$ cat src/rtl/conv_pkg.sv
// Shared constants and FSM encoding for the 3x3 convolution scheduler.
package conv_pkg;
  localparam int DW       = 8;
  localparam int CONV_LAT = 2;
  localparam int NWGT     = 9;

  typedef enum logic [1:0] {IDLE, LOAD, RUN, FLUSH} state_e;
endpackage

$ cat src/rtl/conv_line_buf.sv
// One image row of delay: read-before-write at the same column address.
module conv_line_buf #(
  parameter int DW    = 8,
  parameter int DEPTH = 28,
  localparam int AW   = (DEPTH > 1) ? $clog2(DEPTH) : 1
) (
  input  logic          clk,
  input  logic          i_we,
  input  logic [AW-1:0] i_addr,
  input  logic [DW-1:0] i_din,
  output logic [DW-1:0] o_dout
);
  logic [DW-1:0] r_mem [DEPTH];

  // Combinational read returns the previous row's pixel before it is overwritten.
  assign o_dout = r_mem[i_addr];

  always_ff @(posedge clk) begin
    if (i_we) r_mem[i_addr] <= i_din;
  end
endmodule

$ cat src/rtl/conv_sched.sv
// 3x3 convolution window/weight scheduler with line buffers and valid pipe.
// Optional result counter port enabled by defining CONV_SCHED_STATUS_CNT_EN.
module conv_sched
  import conv_pkg::*;
#(
  parameter int DW    = conv_pkg::DW,
  parameter int IMG_W = 28,
  parameter int IMG_H = 28
) (
  input  logic            clk,
  input  logic            reset,
  input  logic            start,
  input  logic            w_valid,
  input  logic [DW-1:0]   w_data,
  input  logic            pix_valid,
  input  logic [DW-1:0]   pix_data,
  output logic            pix_ready,
  output logic [3*DW-1:0] data_im_a,
  output logic [3*DW-1:0] data_im_b,
  output logic [3*DW-1:0] data_im_c,
  output logic [3*DW-1:0] data_fi_a,
  output logic [3*DW-1:0] data_fi_b,
  output logic [3*DW-1:0] data_fi_c,
  output logic            out_valid,
  output logic            busy,
`ifdef CONV_SCHED_STATUS_CNT_EN
  output logic [15:0]     result_cnt,
`endif
  output logic            done
);
  localparam int CW = $clog2(IMG_W);
  localparam int RW = $clog2(IMG_H);

  state_e            r_state, w_state_nxt;
  logic [CW-1:0]     r_col;
  logic [RW-1:0]     r_row;
  logic [3:0]        r_widx;
  logic [1:0]        r_fcnt;
  logic              r_w_loaded;
  logic [DW-1:0]     r_wgt [NWGT];
  logic [3*DW-1:0]   r_win_a, r_win_b, r_win_c;
  logic [CONV_LAT:0] r_vld_pipe;

  logic          w_accept, w_col_end, w_last_pix, w_win_vld;
  logic          w_start_go, w_load_go, w_wgt_we;
  logic [3:0]    w_wgt_idx;
  logic [DW-1:0] w_lb1_q, w_lb2_q;

  assign w_accept   = pix_valid && (r_state == RUN);
  assign w_col_end  = (r_col == CW'(IMG_W - 1));
  assign w_last_pix = w_col_end && (r_row == RW'(IMG_H - 1));
  assign w_win_vld  = w_accept && (r_row >= RW'(2)) && (r_col >= CW'(2));

  always_comb begin
    w_state_nxt = r_state;
    w_start_go  = 1'b0;
    w_load_go   = 1'b0;
    unique case (r_state)
      IDLE: begin
        // A weight beat wins over a simultaneous start.
        if (w_valid) begin
          w_load_go   = 1'b1;
          w_state_nxt = LOAD;
        end else if (start && r_w_loaded) begin
          w_start_go  = 1'b1;
          w_state_nxt = RUN;
        end
      end
      LOAD:    if (w_valid && (r_widx == 4'(NWGT - 1))) w_state_nxt = IDLE;
      RUN:     if (w_accept && w_last_pix) w_state_nxt = FLUSH;
      FLUSH:   if (r_fcnt == 2'(CONV_LAT)) w_state_nxt = IDLE;
      default: w_state_nxt = IDLE;
    endcase
  end

  always_ff @(posedge clk or negedge reset) begin
    if (!reset) r_state <= IDLE;
    else        r_state <= w_state_nxt;
  end

  assign w_wgt_we  = w_load_go || ((r_state == LOAD) && w_valid);
  assign w_wgt_idx = w_load_go ? 4'd0 : r_widx;

  always_ff @(posedge clk or negedge reset) begin
    if (!reset) begin
      r_widx     <= '0;
      r_w_loaded <= 1'b0;
      r_fcnt     <= '0;
      for (int i = 0; i < NWGT; i++) r_wgt[i] <= '0;
    end else begin
      if (w_wgt_we) begin
        r_wgt[w_wgt_idx] <= w_data;
        r_widx           <= w_wgt_idx + 4'd1;
      end
      if ((r_state == LOAD) && w_valid && (r_widx == 4'(NWGT - 1))) r_w_loaded <= 1'b1;
      r_fcnt <= (r_state == FLUSH) ? r_fcnt + 2'd1 : 2'd0;
    end
  end

  always_ff @(posedge clk or negedge reset) begin
    if (!reset) begin
      r_col <= '0;
      r_row <= '0;
    end else if (w_start_go) begin
      r_col <= '0;
      r_row <= '0;
    end else if (w_accept) begin
      if (w_col_end) begin
        r_col <= '0;
        r_row <= r_row + 1'b1;
      end else begin
        r_col <= r_col + 1'b1;
      end
    end
  end

  // lb1 holds row r-1; lb2 is fed from lb1's old value so it holds row r-2.
  conv_line_buf #(.DW(DW), .DEPTH(IMG_W)) u_lb1 (
    .clk    (clk),
    .i_we   (w_accept),
    .i_addr (r_col),
    .i_din  (pix_data),
    .o_dout (w_lb1_q)
  );

  conv_line_buf #(.DW(DW), .DEPTH(IMG_W)) u_lb2 (
    .clk    (clk),
    .i_we   (w_accept),
    .i_addr (r_col),
    .i_din  (w_lb1_q),
    .o_dout (w_lb2_q)
  );

  always_ff @(posedge clk or negedge reset) begin
    if (!reset) begin
      r_win_a <= '0;
      r_win_b <= '0;
      r_win_c <= '0;
    end else if (w_accept) begin
      r_win_a <= {r_win_a[2*DW-1:0], w_lb2_q};
      r_win_b <= {r_win_b[2*DW-1:0], w_lb1_q};
      r_win_c <= {r_win_c[2*DW-1:0], pix_data};
    end
  end

  // Free-running so the downstream datapath (no enable) stays aligned across gaps.
  always_ff @(posedge clk or negedge reset) begin
    if (!reset) r_vld_pipe <= '0;
    else        r_vld_pipe <= {r_vld_pipe[CONV_LAT-1:0], w_win_vld};
  end

`ifdef CONV_SCHED_STATUS_CNT_EN
  logic [15:0] r_result_cnt;

  always_ff @(posedge clk or negedge reset) begin
    if (!reset)                                     r_result_cnt <= '0;
    else if (w_start_go)                            r_result_cnt <= '0;
    else if (out_valid && (r_result_cnt != 16'hFFFF)) r_result_cnt <= r_result_cnt + 16'd1;
  end

  assign result_cnt = r_result_cnt;
`endif

  assign data_im_a = r_win_a;
  assign data_im_b = r_win_b;
  assign data_im_c = r_win_c;
  assign data_fi_a = {r_wgt[0], r_wgt[1], r_wgt[2]};
  assign data_fi_b = {r_wgt[3], r_wgt[4], r_wgt[5]};
  assign data_fi_c = {r_wgt[6], r_wgt[7], r_wgt[8]};
  assign out_valid = r_vld_pipe[CONV_LAT];
  assign pix_ready = (r_state == RUN);
  assign busy      = (r_state == RUN) || (r_state == FLUSH);
  assign done      = (r_state == FLUSH) && (r_fcnt == 2'(CONV_LAT));
endmodule

$ cat config.mk
export PLATFORM = sky130hd
export DESIGN_NAME = conv_sched
export DESIGN_NICKNAME = d
export VERILOG_FILES = /design/src/rtl/conv_pkg.sv /design/src/rtl/conv_line_buf.sv /design/src/rtl/conv_sched.sv
export SDC_FILE = /design/constraint.sdc
export NUM_CORES = 1
export LEC_CHECK = 0
export BUFFER_PORTS_ARGS = -buffer_cell sky130_fd_sc_hd__buf_2
export CAP_MARGIN = 20
export CORE_MARGIN = 2
export CORE_UTILIZATION = 54
export DETAILED_ROUTE_END_ITERATION = 12
export PLACE_DENSITY = 0.71
export SLEW_MARGIN = 40
export SYNTH_ARGS = -nofsm -noshare
export SYNTH_HDL_FRONTEND = slang
export SYNTH_HIERARCHICAL = 1
export SYNTH_SLANG_ARGS = --single-unit
$ cat constraint.sdc
create_clock -name clk -period 2.73 [get_ports clk]
set_input_delay 0.546 -clock clk [delete_from_list [all_inputs] [get_ports clk]]
set_output_delay 0.546 -clock clk [all_outputs]
set_load 0.05 [all_outputs]
; ---- After elaboration in Yosys (flattened, before gate mapping)
; Memories as Yosys holds them, arrays and structs flattened. A register that Yosys moved wholly into a read port is not among the register bits.
; Index checks and enable logic that the tools add are counted.
; Widths: inputs -> output; s select.
[op_classes]
bitwise_logic = 1
n_eq_ne = 11
n_addsub = 4
n_mux = 24
reduce_logical = 19
order_cmp = 4
[op_table]
columns = op, count
row1 = $bwmux 72, 1
row2 = $demux 8 s4, 1
row3 = $mux 5, 6
row4 = $mux 2, 6
row5 = $logic_and 1x1->1, 11
row6 = $add 5x1->5 const B, 2
row7 = $eq 5x5->1 const B, 2
row8 = $ge 5x2->1 const B, 2
row9 = $mux 8, 1
row10 = $pmux 2 s4, 1
row11 = $mux 1, 7
row12 = $eq 2x2->1 const B, 3
row13 = $ge 5x5->1 const B, 1
row14 = $lt 5x1->1 const B, 1
row15 = $not 4->5, 1
row16 = $add 4x1->4 const B, 1
row17 = $eq 4x4->1 const B, 1
row18 = $mux 4, 1
row19 = $ne 2x2->1 const B, 2
row20 = $reduce_and 4->1, 1
row21 = $reduce_bool 2->1, 2
row22 = $ne 3x3->1 const B, 1
row23 = $add 2x1->2 const B, 1
row24 = $eq 2x1->1 const B, 1
row25 = 5 further kinds, 6
[word_totals]
input_bits = 21
output_inout_bits = 148
elab_cells = 84
n_memories = 2
ramBits = 448
regBits = 166
[mem_list]
columns = memory, depth, word_bits, rd, rd_clocked_by_memory_dff, wr, line
row1 = u_lb1.r_mem, 28, 8, 1, 0, 1, conv_line_buf.sv:13  ; logic [DW-1:0] r_mem [DEPTH];
row2 = u_lb2.r_mem, 28, 8, 1, 1, 1, conv_line_buf.sv:13

; ---- Depth between registers and ports, before layout
; Gate-level depths: netlist of run 1.
[depth]
ltp_word = 9
ltp_mapped = 9
depth_no_buf = 6

; ---- Modules after synthesis
; Netlist of run 1, hierarchy kept.
[by_module_without_submodules]
columns = module, area_each_um2, seq_area_each_um2, n_inst, cells_per_inst
row1 = conv_line_buf, 8799.7, 6726.5, 2, 454
row2 = conv_sched, 6646.4, 4154.0, 1, 585

; ---- Least setup slack after synthesis of run 1
; OpenSTA, ideal clock, no wires.
[synth_timing]
path_type = input-to-reg
startpoint = in pix_valid
endpoint = mem u_lb1.r_mem[4][0] (enable)
required_time_ns = 2.347
setup_time_ns = 0.383
path_stages = 6
path_slack_ns = 0.069
arrival_ns = 2.278
path_buffers = 2
path_cell_list = nand3b_1 inv_2 clkbuf_1 or3b_1 clkbuf_1 nor3_1
[synth_between]
elab_chain_len = 3
[synth_rtl]
columns = element, line
row1 = start: declaration, conv_sched.sv:15  ; input logic pix_valid,
row2 = $logic_and 1x1->1, conv_sched.sv:49  ; assign w_accept = pix_valid && (r_state == RUN);
row3 = via w_accept, conv_sched.sv:44  ; logic w_accept, w_col_end, w_last_pix, w_win_vld;
row4 = $mux 1, conv_line_buf.sv:19  ; if (i_we) r_mem[i_addr] <= i_din;
row5 = $mux 1 (not written as such), conv_line_buf.sv:19
row6 = end: declaration, conv_line_buf.sv:13
; The timed path passes the listed nets, and every way through them passes these cells.

; ---- Worst setup path in the final report of run 1
[layout_timing]
startpoint = reg r_col[1]
endpoint = mem u_lb2.r_mem[20][5] (data pin)
[layout_between]
elab_chain_len = 1
[layout_rtl]
columns = element, line
row1 = start: declaration, conv_sched.sv:35  ; logic [CW-1:0] r_col;
row2 = start signal: assignment, conv_sched.sv:112  ; r_col <= r_col + 1'b1;
row3 = $mem_v2 28x8, --
row4 = via w_lb1_q[5], conv_sched.sv:47  ; logic [DW-1:0] w_lb1_q, w_lb2_q;
row5 = end: declaration, conv_line_buf.sv:13
; The timed path passes the listed nets, and every way through them passes these cells.

==> results of run 1 <==
[worst paths after layout]
kind | start | end | slack, ps | depth (start not counted)
setup reg to reg | r_col[1]$_DFFE_PN0P_ | u_lb2/r_mem[20][5]$_DFFE_PP_ | 190 | 6
setup / recovery | r_col[1]$_DFFE_PN0P_ | u_lb2/r_mem[20][5]$_DFFE_PP_ | 190 | 6
min in group asynchronous | reset | data_fi_b[11]$_DFFE_PN0P_ | 460 | 2
hold / removal | w_data[4] | data_fi_a[20]$_DFFE_PN0P_ | 290 | 2
max in group asynchronous | reset | data_im_b[15]$_DFFE_PN0P_ | 1510 | 3
hold reg to reg | r_vld_pipe[0]$_DFF_PN0_ | r_vld_pipe[1]$_DFF_PN0_ | 350 | 0
[final cells by class]
type | instances | area, µm²
Timing Repair Buffer | 271 | 1700
Clock inverter | 25 | 226
Inverter | 12 | 45.0
Clock buffer | 82 | 1630
Fill cell | 3119 | 16100
Multi-Input combinational cell | 789 | 6180
Sequential cell | 614 | 17600
Tap cell | 592 | 741
[synth_stat cells (3+ instances only)]
cell type	count	area [µm²]
and4b_1	3	30.0
and3b_1	3	26.3
a21oi_1	8	40.0
mux2_2	75	845
nand2b_1	4	25.0
and3_1	4	25.0
mux2i_1	91	911
nand4b_2	3	45.0
nor2_1	52	195
nand2_1	266	998
mux4_2	68	1530
nor3b_1	3	22.5
a22oi_1	24	180
or3b_1	6	52.6
inv_1	11	41.3
buf_6	8	90.1
or3_1	5	31.3
nand3b_1	9	67.6
buf_4	8	60.1
or4_1	3	22.5
clkbuf_1	28	105
nor3_1	23	115
o22ai_1	6	37.5
nand3_1	9	45.0
nand4_1	25	156
buf_2	32	160
nor2b_1	15	93.8
o21ai_0	8	40.0
edfxtp_1	448	13500
o21ai_1	20	100
a221oi_1	12	105
and2_1	6	37.5
ha_1	9	113
dfrtp_1	166	4150
[sequential cells by signal, indices dropped and copies added, names as in the netlist, 24 cells and up]
signal / flops
data_im_c: 24
data_fi_c: 24
data_im_b: 24
data_fi_b: 24
u_lb2/r_mem: 224
u_lb1/r_mem: 224
data_im_a: 24
data_fi_a: 24
[power by group]
| part | switching (mW) | internal [mW] | leakage [nW] |
|---|---|---|---|
| registers | 0.828 | 12.3 | 6.17 |
| clock network | 3.35 | 4.53 | 0.915 |
| logic | 8.19 | 3.42 | 3.83 |
| total | 12.4 | 20.2 | 10.9 |
[layer usage]
| layer | wire [µm] | vias to the layer above |
|---|---|---|
| met3 | 3380 | 92 |
| li1 | - | 6152 |
| met5 | 0 | - |
| met2 | 27100 | 497 |
| met4 | 1560 | 0 |
| met1 | 22100 | 7143 |
[logic make-up (layout without fill, tap and decap cells)]
kind of cell | count (synthesis) | after routing
DFF | 614 | 614
and+or+nand+nor | 448 | 448
adders and majority gates | 9 | 9
muxes | 234 | 234
buffers and inverters | 90 | 390
AOI/OAI and AO/OA | 98 | 98
[per-stage QoR]
step	setup slack, ps	total power [mW]	utilization [%]	std cells	area (µm²)
2_1_floorplan	68.8	21.3	-	1493	24200
3_3_place_gp	232	24.6	59.4	2277	26300
3_5_place_dp	226	24.9	59.4	2277	26300
4_1_cts	236	32.8	63.6	2385	28100
5_1_grt	163	33.9	63.7	2385	28100
6_report	193	32.6	63.7	2385	28100
[worst max-delay path: stages, from the launching register on]
cell and delay, ps:
dfrtp_4 630, buf_4 200, buf_4 220, mux4_2 380
o21ai_1 340, nand4_1 160, buf_4 270
==> results.cfg, run 1 <==
[synthesis]
synth-xor-area-share_pct = 0
syn_avg_cell_area_um2 = 16.2
synth_adder_area_share_pct = 0.464
synth-compound-area-share_pct = 2.77
synth_top_family_by_area = multiplexers
synthSimpleGateAreaFrac_pct = 8.66
ys_seq_area_share_pct = 72.6
syn_area_mm2 = 0.0242
yosysWarnings = 6
synth_seq_cells = 614
syn_inst = 1493
synth-async-reset-ratio_pct = 27.0
synthMuxAreaShare_pct = 13.6
ys_types = 56
synthesis.nets = 1523
synth_top_flop_cell = edfxtp_1
synth-edff-count = 448

[clock_tree]
numClockSinks = 614
clockBufferDepth = 3
cts_root_buf = clkbuf_16
clock_latency_ps = 610
postCtsHoldBufs = 1
postCtsSetupRepairBufs = 0
cts_inserted_buffers = 59
clk_pin_slew_worst_paths_ps = 60
postCtsResizedCells = 0
htree_levels = 2
cts_tree = built

[timing]
period_share_pct = 92.9
maxSlewHeadroom_pct = 45.1
finClkSkew_ps = 19.1
setup_viol = 0
fin_hold_ws_ps = 292
worst_slew_pin_slew_ps = 821
fin_crit_ps = 2540
tns_ps = 0
fmax_ghz = 0.394
final_max_slew_viol_count = 0
final_hold_viol_count = 0
rsz0062_at_grt = no

[route]
wl_per_cell_um = 22.7
vias = 13900
first_pass_iters = 5
drtIter0Drc = 1296
vias_per_cell = 5.82
wl_um = 54100
ant_nets = 0
drcViolationCount = 0

[global_route]
groute.usage.overall_pct = 23.3
grt_util_met1_pct = 31.9
grt_pass1_wl_um = 82200
grt_pass1_vias = 13700
busiest_layer = met2
grt_antenna_before_repair = 0
grt_use_met2_pct = 38.5
overflow = 0
grt_use_met3_pct = 4.10
grt_max_degree = 82

[worst_setup_path]
crit_arrival_ps = 2850
cp-end-kind = flip-flop
startpoint_type = flip-flop
cp_max_fo = 29
critical_path_required_ps = 3040
crit_type = reg -> reg

[floorplan]
dieArea_mm2 = 0.0466
core_area_mm2 = 0.0442
start_util_pct = 54.8
chipWidth_um = 216
rows = 77
ioPinCount = 169
chipHeight_um = 216

[power]
power-per-cell-area_mw_per_mm2 = 1160
p_leak_nw = 10.9
irDropWorstVdd_v = 0.000929

[outcome]
status = finished clean

[placed_design]
port_buffers = 168
dp_hpwl_um = 34700
routabilityCongestion = 0.870

[final_layout]
mostFrequentLayoutCells = edfxtp_1 (448), nand2_1 (266), buf_2 (167)
final_nets = 1777
final_common_cell = edfxtp_1
insertedDiodeCount = 0
drive_gt1_share_pct = 28.6
area_growth_pct = 16.1

[hold_path]
hp-class = in -> reg

[flow_run]
max_cap_violations = 0
(Power assumes the default switching activity.)
==> inputs of run 2 (changes only) <==
- BUFFER_PORTS_ARGS: -buffer_cell sky130_fd_sc_hd__buf_2 -> unset
- CORE_UTILIZATION: 54 -> 57
- DONT_BUFFER_PORTS: unset -> 1
==> run 2 against run 1 <==
- the run now ends with hold timing left
- setup slack worse by 52 ps
- wire length down 4.5%
- non-clock buffer count down 158
- sequential cell count unchanged
- register-to-register slack worse by 30 ps
- maximum frequency down 2.0%
- worst hold slack worse by 650 ps
- clock skew up 11 ps
- count of clock-buffer cells in the layout down 4
- critical path type is now reg -> out
- largest cell class unchanged
==> results.cfg, run 2 (synthesis gave the netlist of run 1 again) <==
[worst_setup_path]
cp_max_fo = 12
crit_arrival_ps = 2040
critical_path_required_ps = 2180
startpoint_type = flip-flop
cp-end-kind = primary output
rr_startpoint = r_col[1]$_DFFE_PN0P_
crit_start = r_state[1]$_DFFE_PN0P_
crit_type = reg -> out

[final_layout]
utilization_pct = 65.3
instances_no_fill = 2172
insertedDiodeCount = 0
multi_input_area_mm2 = 0.00617
final.fill_count = 2864
design_area_mm2 = 0.0274
drive_gt1_share_pct = 21.2
ff_latch_area_mm2 = 0.0176
mostFrequentLayoutCells = edfxtp_1 (448), nand2_1 (266), dfrtp_1 (163)
final_common_cell = edfxtp_1
area_growth_pct = 13.1
top_regs = u_lb1/r_mem (224), u_lb2/r_mem (224)
final_nets = 1617

[route]
ant_nets = 0
first_pass_iters = 5
vias = 13200
drtIter0Drc = 1211
drcViolationCount = 0
vias_per_cell = 6.06
wl_um = 51700
wl_per_cell_um = 23.8

[power]
p_switching_mw = 12.0
irDropWorstVdd_v = 0.000781
power-per-cell-area_mw_per_mm2 = 1160
p_comb_share_pct = 23.5
p_total_mw = 31.9
power.share.sequential_pct = 51.3
intPower_mw = 20.0
p_leak_nw = 10.2
switching_share_pct = 37.5
pwr-share-clk_pct = 25.2

[placed_design]
port_buffers = 0
dp_hpwl_um = 32500
placed_area_mm2 = 0.0254
place_ws_ps = 212
dp_cells = 2059
routabilityCongestion = 0.866

[clock_tree]
cts_root_buf = clkbuf_16
clock_latency_ps = 620
postCtsHoldBufs = 7
postCtsResizedCells = 0
htree_levels = 2
clk_pin_slew_worst_paths_ps = 60
cts_inserted_buffers = 57
numClockSinks = 614
postCtsSetupRepairBufs = 0
cts_tree = built
clockBufferDepth = 3

[floorplan]
chipWidth_um = 210
chipHeight_um = 210
dieArea_mm2 = 0.0442
start_util_pct = 57.8
ioPinCount = 169
rows = 75
core_area_mm2 = 0.0419

[outcome]
violations = hold timing
status = complete, but fails checks

[timing]
maxSlewHeadroom_pct = 40.4
worst_slew_pin_slew_ps = 872
rsz0062_at_grt = no
period_share_pct = 94.8
tns_ps = 0
fin_ws_ps = 141
finClkSkew_ps = 30.4
fin_crit_ps = 2590
fin_hold_ws_ps = -355
final_hold_viol_count = 166
setup_viol = 0
fmax_ghz = 0.386
final_max_slew_viol_count = 0

[global_route]
grt_max_degree = 167
grt_pass1_vias = 13600
grt_pass1_wl_um = 79300
groute.usage.overall_pct = 23.6
overflow = 0
grt_antenna_before_repair = 0

[hold_path]
hp-class = in -> async

[flow_run]
max_cap_violations = 0
-- run 2: worst max-delay path, cell delays in order, from the launching register on --
cell and delay, ps:
dfrtp_1 500, buf_4 360, and3_1 580
-- run 2: power by group through the flow --
stage                     clock network, mW  logic (mW)  registers, mW
final                                  8.05        7.51           16.4
after global routing                   8.53        8.11           16.5
after CTS                              8.21        7.53           16.4
after detailed placement                  0        7.47           16.6
after global placement                    0        7.28           16.5
after floorplan                           0        5.12           16.1
-- run 2: cell type report --
type | instances | share of cell area, %
tap | 539 | 2.46
timing repair buffer | 113 | 3.57
sequential | 614 | 64.3
multi-input combinational | 789 | 22.5
inverter | 12 | 0.164
clock buffer | 78 | 5.83
clock inverter | 27 | 1.19
-- run 2: layer usage --
layer / routed length, µm / track usage [%] / up-vias / share of wire (%)
li1: - / - / 5842 / -
met1: 21100 / 31.9 / 6692 / 41
met2: 25500 / 39.3 / 528 / 49
met3: 3650 / 4.31 / 94 / 7.1
met4: 1420 / 8.00 / 0 / 2.8
met5: 0 / 0 / - / 0
-- run 2: worst paths after layout --
path | slack (ps) | endpoint | cells past startpoint
max reg2reg | 160 | u_lb2/r_mem[17][7]$_DFFE_PP_ | 5
min | -360 | data_fi_a[8]$_DFFE_PN0P_ | 0
max in group asynchronous | 2850 | r_col[1]$_DFFE_PN0P_ | 0
min in group clk | 30 | u_lb1/r_mem[16][4]$_DFFE_PP_ | 0
max | 140 | done | 2
min reg2reg | 350 | r_vld_pipe[1]$_DFF_PN0_ | 0
